--- config.mk ---
export PLATFORM = sky130hd
export DESIGN_NAME = lfsr_encrypter
export DESIGN_NICKNAME = d
export VERILOG_FILES = /design/src/rtl/lfsr_encrypter.sv
export SDC_FILE = /design/constraint.sdc
export NUM_CORES = 1
export LEC_CHECK = 0
export ABC_AREA = 1
export CORE_ASPECT_RATIO = 1.4
export CORE_MARGIN = 2
export CORE_UTILIZATION = 35
export DETAILED_ROUTE_END_ITERATION = 8
export PLACE_DENSITY = 0.69
export SLEW_MARGIN = 10
export SYNTH_ARGS = -nofsm -noshare
export SYNTH_HDL_FRONTEND = slang
export SYNTH_SLANG_ARGS = --single-unit
--- constraint.sdc ---
create_clock -name clk -period 2.74 [get_ports clk]
set_clock_uncertainty 0.15 [all_clocks]
set_input_delay 0.274 -clock clk [delete_from_list [all_inputs] [get_ports clk]]
set_output_delay 0.274 -clock clk [all_outputs]
set_load 0.01 [all_outputs]
--- src/rtl/lfsr_encrypter.sv ---
// LFSR stream encrypter: reads plaintext, prepends an underscore preamble,
// XORs a 6-bit keystream and writes a 64-byte ciphertext block.
module lfsr_encrypter #(
  parameter int OUT_BASE = 64,
  parameter int NBYTES   = 64,
  parameter int PRE_MIN  = 7,
  parameter int PRE_MAX  = 12
) (
  input  logic       clk,
  input  logic       init_n,
  input  logic       start,
  input  logic [2:0] pat_sel,
  input  logic [5:0] seed,
  input  logic [3:0] pre_len,
  output logic [7:0] raddr,
  input  logic [7:0] data_out,
  output logic       wr_en,
  output logic [7:0] waddr,
  output logic [7:0] data_in,
  output logic       busy,
  output logic       done
);

  typedef enum logic [1:0] {
    IDLE, LOAD, RUN, DONE
  } state_t;

  localparam logic [7:0] BASE  = 8'(OUT_BASE);
  localparam logic [6:0] KLAST = 7'(NBYTES - 1);
  localparam logic [3:0] PMIN  = 4'(PRE_MIN);
  localparam logic [3:0] PMAX  = 4'(PRE_MAX);
  localparam logic [7:0] UNDER = 8'h5F;

  state_t     state_q, state_d;
  logic [6:0] k_q, k_d;
  logic [5:0] lfsr_q, lfsr_d;
  logic [2:0] pat_q, pat_d;
  logic [5:0] seed_q, seed_d;
  logic [3:0] plen_q, plen_d;

  logic [5:0] taps;
  logic [3:0] plen_clamp;
  logic [7:0] k8;
  logic [7:0] pre8;
  logic       in_pre;
  logic [7:0] plain;

  always_comb begin
    unique case (pat_q)
      3'd0:    taps = 6'h21;
      3'd1:    taps = 6'h2D;
      3'd2:    taps = 6'h30;
      3'd3:    taps = 6'h33;
      3'd4:    taps = 6'h36;
      3'd5:    taps = 6'h39;
      default: taps = 6'h21;
    endcase
  end

  always_comb begin
    if (pre_len < PMIN)
      plen_clamp = PMIN;
    else if (pre_len > PMAX)
      plen_clamp = PMAX;
    else
      plen_clamp = pre_len;
  end

  assign k8     = {1'b0, k_q};
  assign pre8   = {4'b0000, plen_q};
  assign in_pre = (k8 < pre8);
  assign plain  = in_pre ? UNDER : data_out;

  always_comb begin
    state_d = state_q;
    k_d     = k_q;
    lfsr_d  = lfsr_q;
    pat_d   = pat_q;
    seed_d  = seed_q;
    plen_d  = plen_q;
    raddr   = 8'h00;
    wr_en   = 1'b0;
    waddr   = 8'h00;
    data_in = 8'h00;
    busy    = 1'b0;
    done    = 1'b0;
    unique case (state_q)
      IDLE: begin
        if (start) begin
          state_d = LOAD;
          pat_d   = (pat_sel > 3'd5) ? 3'd0 : pat_sel;
          // an all-zero seed would lock the LFSR at zero
          seed_d  = (seed == 6'd0) ? 6'h01 : seed;
          plen_d  = plen_clamp;
        end
      end
      LOAD: begin
        busy    = 1'b1;
        lfsr_d  = seed_q;
        k_d     = 7'd0;
        state_d = RUN;
      end
      RUN: begin
        busy    = 1'b1;
        wr_en   = 1'b1;
        waddr   = BASE + k8;
        data_in = plain ^ {2'b00, lfsr_q};
        raddr   = in_pre ? 8'h00 : (k8 - pre8);
        lfsr_d  = {lfsr_q[4:0], ^(lfsr_q & taps)};
        k_d     = k_q + 7'd1;
        if (k_q == KLAST)
          state_d = DONE;
      end
      DONE: begin
        done    = 1'b1;
        state_d = IDLE;
      end
      default: state_d = IDLE;
    endcase
  end

  always_ff @(posedge clk or negedge init_n) begin
    if (!init_n) begin
      state_q <= IDLE;
      k_q     <= 7'd0;
      lfsr_q  <= 6'd0;
      pat_q   <= 3'd0;
      seed_q  <= 6'd0;
      plen_q  <= 4'd0;
    end else begin
      state_q <= state_d;
      k_q     <= k_d;
      lfsr_q  <= lfsr_d;
      pat_q   <= pat_d;
      seed_q  <= seed_d;
      plen_q  <= plen_d;
    end
  end

endmodule

==> metrics.yaml <==
placement:
  placed_area_sq_um: 2520
  post-place-ws_ps: -19.7
  io_buffers: 50
  place_congestion: 0.848
  dp_hpwl_mm: 3.50
  dp.cells: 393
global_routing:
  grt_pass1_vias: 1866
  grt_pass1_wl_mm: 8.30
  grt_overflow: 0
  grt_usage_pct: 16.9
  grt_max_degree: 29
  antenna_found_initial: 0
critical_path:
  slowest_delay_ps: 390
  cp_data_arrival_time_ps: 2260
  path_max_fanout: 5
  crit_type: "reg -> out"
  r2r_slack_ps: 690
  reg2reg_to: "lfsr_q[0]"
  critPathSlowestCell: "dfrtp_1"
  rr_worst_depth: 8
  start_kind: "flop"
  required_ps: 2320
  path_cells: "inv_2 -> ha_4 -> inv_2 -> fa_2 -> nand2_2 -> a21boi_2 -> nor2_4 -> nand4_4 -> nand2_4 -> buf_6 -> nor2_1 -> clkdlybuf4s15_2"
  endpoint_kind: "output port"
  cpMostUsedCell: "inv_2"
  critPathBufInv: 4
  r2r_start: "state_q[1]"
  cp_top_family: "simple AND/OR/NAND/NOR gates"
yosys:
  synth_cell_types: 27
  synth_edf_count: 0
  syn_avg_cell_area_sq_um: 6.98
  synth_seq_cells: 28
  synth.top_cell.area_share_pct: 36.6
  syn-num-nets: 308
  netlist_top_cells_count: "70 x nand2_1, 51 x inv_1, 30 x nor2_1, 28 x dfrtp_1"
  synthFlopType: "dfrtp_1"
  netlist_area_sq_um: 1910
  yosys-top-cells-area: "dfrtp_1 37%, nand2_1 14%, inv_1 10%"
  ys_async_sr_fraction_pct: 100
  yosysWarnings: 0
  seq_area_frac_synth_pct: 36.6
  yosys.area.top_type: "dfrtp_1"
  synthCells: 274
  yosys.cell_count.top_type: "nand2_1"
detailed_routing:
  first_pass_iters: 4
  wl_per_cell_microns: 11.4
  route.detailed.drc: 0
  num_vias: 1916
  vias_per_cell: 4.72
  drt_iter0_markers: 79
  finalWirelength_mm: 4.64
  ant_nets: 0
pwr:
  netSwitchingFraction_pct: 19.3
  power.total_mw: 0.802
  p_comb_share_pct: 8.2
  p_switching_mw: 0.155
  p_leak_nw: 1.46
  p_seq_share_pct: 51.5
  clkPwrFrac_pct: 40.3
  vdd_drop_max_v: 0.000231
  pwr_density_cell_nw_per_um2: 300
  intPower_mw: 0.647
cells_and_area:
  num_antenna_cells: 0
  drive_gt1_share_pct: 15.3
  finalNonFillerCells: 406
  design_area_sq_um: 2670
  area_delta_synth_final_pct: 39.7
  fin_nets: 375
sta:
  tightest_slew_ps: 499
  finalSetupViolations: 0
  fin_crit_sh_pct: 97.9
  maxSlewViolCount: 0
  rsz0062_at_grt: "yes"
  period_minus_slack_ps: 2680
  max_freq_mhz: 373
  max_slew_margin_pct: 66.6
  final_hold_viol_count: 0
  whs_ps: 218
  setup_ws_ps: 56.3
clock_tree:
  clkSinkCount: 28
  path_clk_slew_ps: 100
  cts_tree: "built"
  clock_latency_ps: 270
  htreeDepth: 1
  cts-root-buf: "clkbuf_8"
  ctsHoldBuffers: 0
  cts_buffer_depth: 2
  cts_buffers: 3
floorplan:
  rows: 31
  start_util_pct: 36.5
  ios: 51
  die-area_sq_um: 6080
  dieWidth_microns: 66.5
  die_h_microns: 91.5
  core-area_sq_um: 5240
flow_run:
  maxCapViolations: 0
worst_hold_path:
  min_path_type: "in -> async"
outcome:
  status: "finished clean"
[sequential cells by signal (all words and copies together), names as in the netlist]
register	cells
k_q	7
lfsr_q	6
seed_q	6
plen_q	4
pat_q	3
state_q	2
[layer usage]
metal  share of wire, %  global-route usage (%)  wire length [microns]
met5                  0                       0                      0
met4               0.90                    4.59                     42
met3                2.8                    1.36                    132
met2                 49                    29.2                   2300
met1                 47                    22.4                   2170
[area by class of cell]
type	instances	area (sq um)
Clock buffer	3	41.3
Tap cell	66	82.6
Multi-Input combinational cell	189	1040
Inverter	52	195
Sequential cell	28	701
Timing Repair Buffer	67	584
Fill cell	533	2560
Clock inverter	1	30.0
[timing repair]
| item | 4_1_cts | 5_1_grt |
|---|---|---|
| buffers inserted | 8 | 0 |
| endpoints found under the setup margin | 16 | 15 |
| gates cloned | 1 | 0 |
| gates resized for setup | 52 | 15 |
| pin swaps | 2 | 8 |
[placed cells by master, fill, tap and decap left out]
cell             Yosys  routed
a21boi_0             1       1
a21boi_2             1       1
a21oi_1             21      19
a21oi_2              0       2
a22o_1               1       1
buf_2                1       7
buf_4                1      12
buf_6                2       5
bufinv_16            0       1
clkbuf_2             0       5
clkbuf_8             0       3
clkdlybuf4s15_2      0       1
clkdlybuf4s50_1      0      34
dfrtp_1             28      28
dlygate4sd2_1        0       3
fa_2                 0       1
ha_1                 9       8
ha_4                 0       1
inv_1               51      49
inv_2                1       3
nand2_1             70      70
nand2_2              2       2
nand2_4              1       1
nand3_1             21      19
nand3_2              0       2
nand4_1              2       2
nand4_4              1       2
nor2_1              30      30
nor2_4               1       1
nor3_1               4       4
nor3b_2              0       2
o21ai_0             12      11
o21ai_1              0       1
o221ai_1             5       5
o22ai_1              2       2
xor2_1               1       1
[metrics by stage]
stage                     util [%]  TNS [ps]
after global routing          51.0      -652
after global placement        48.1         0
after floorplan                  -         0
after detailed placement      48.1     -54.7
after CTS                     51.0         0
final                         51.0         0
[cell families (layout without fill, tap and decap cells)]
logic type	after synthesis	after routing	synth area share, %
DFF	28	28	36.6
adders and majority gates	10	10	6.93
and+or+nand+nor	134	135	30.5
AOI/OAI and AO/OA	43	43	13.0
xor gates and xnor gates	1	1	0.458
buffers and inverters	58	123	12.4
[power by group through the flow]
stage / clock (mW) / combinational (mW) / sequential, mW
6_report: 0.323 / 0.0657 / 0.413
3_3_place_gp: 0 / 0.0709 / 0.421
5_1_grt: 0.354 / 0.0733 / 0.413
4_1_cts: 0.331 / 0.0673 / 0.413
2_1_floorplan: 0 / 0.0152 / 0.421
3_5_place_dp: 0 / 0.0714 / 0.421
[worst max-delay path by stage]
stage	startpoint	to	slack, ps	depth (start not counted)
finish	k_q[0]	raddr[4]	60	12
global route	k_q[0]	data_in[1]	-100	13
CTS	k_q[0]	raddr[0]	0.1	12
detailed placement	k_q[0]	data_in[3]	-20	12
global placement	k_q[0]	data_in[0]	50	12
floorplan	k_q[0]	data_in[3]	490	12
(Power assumes the default switching activity.)
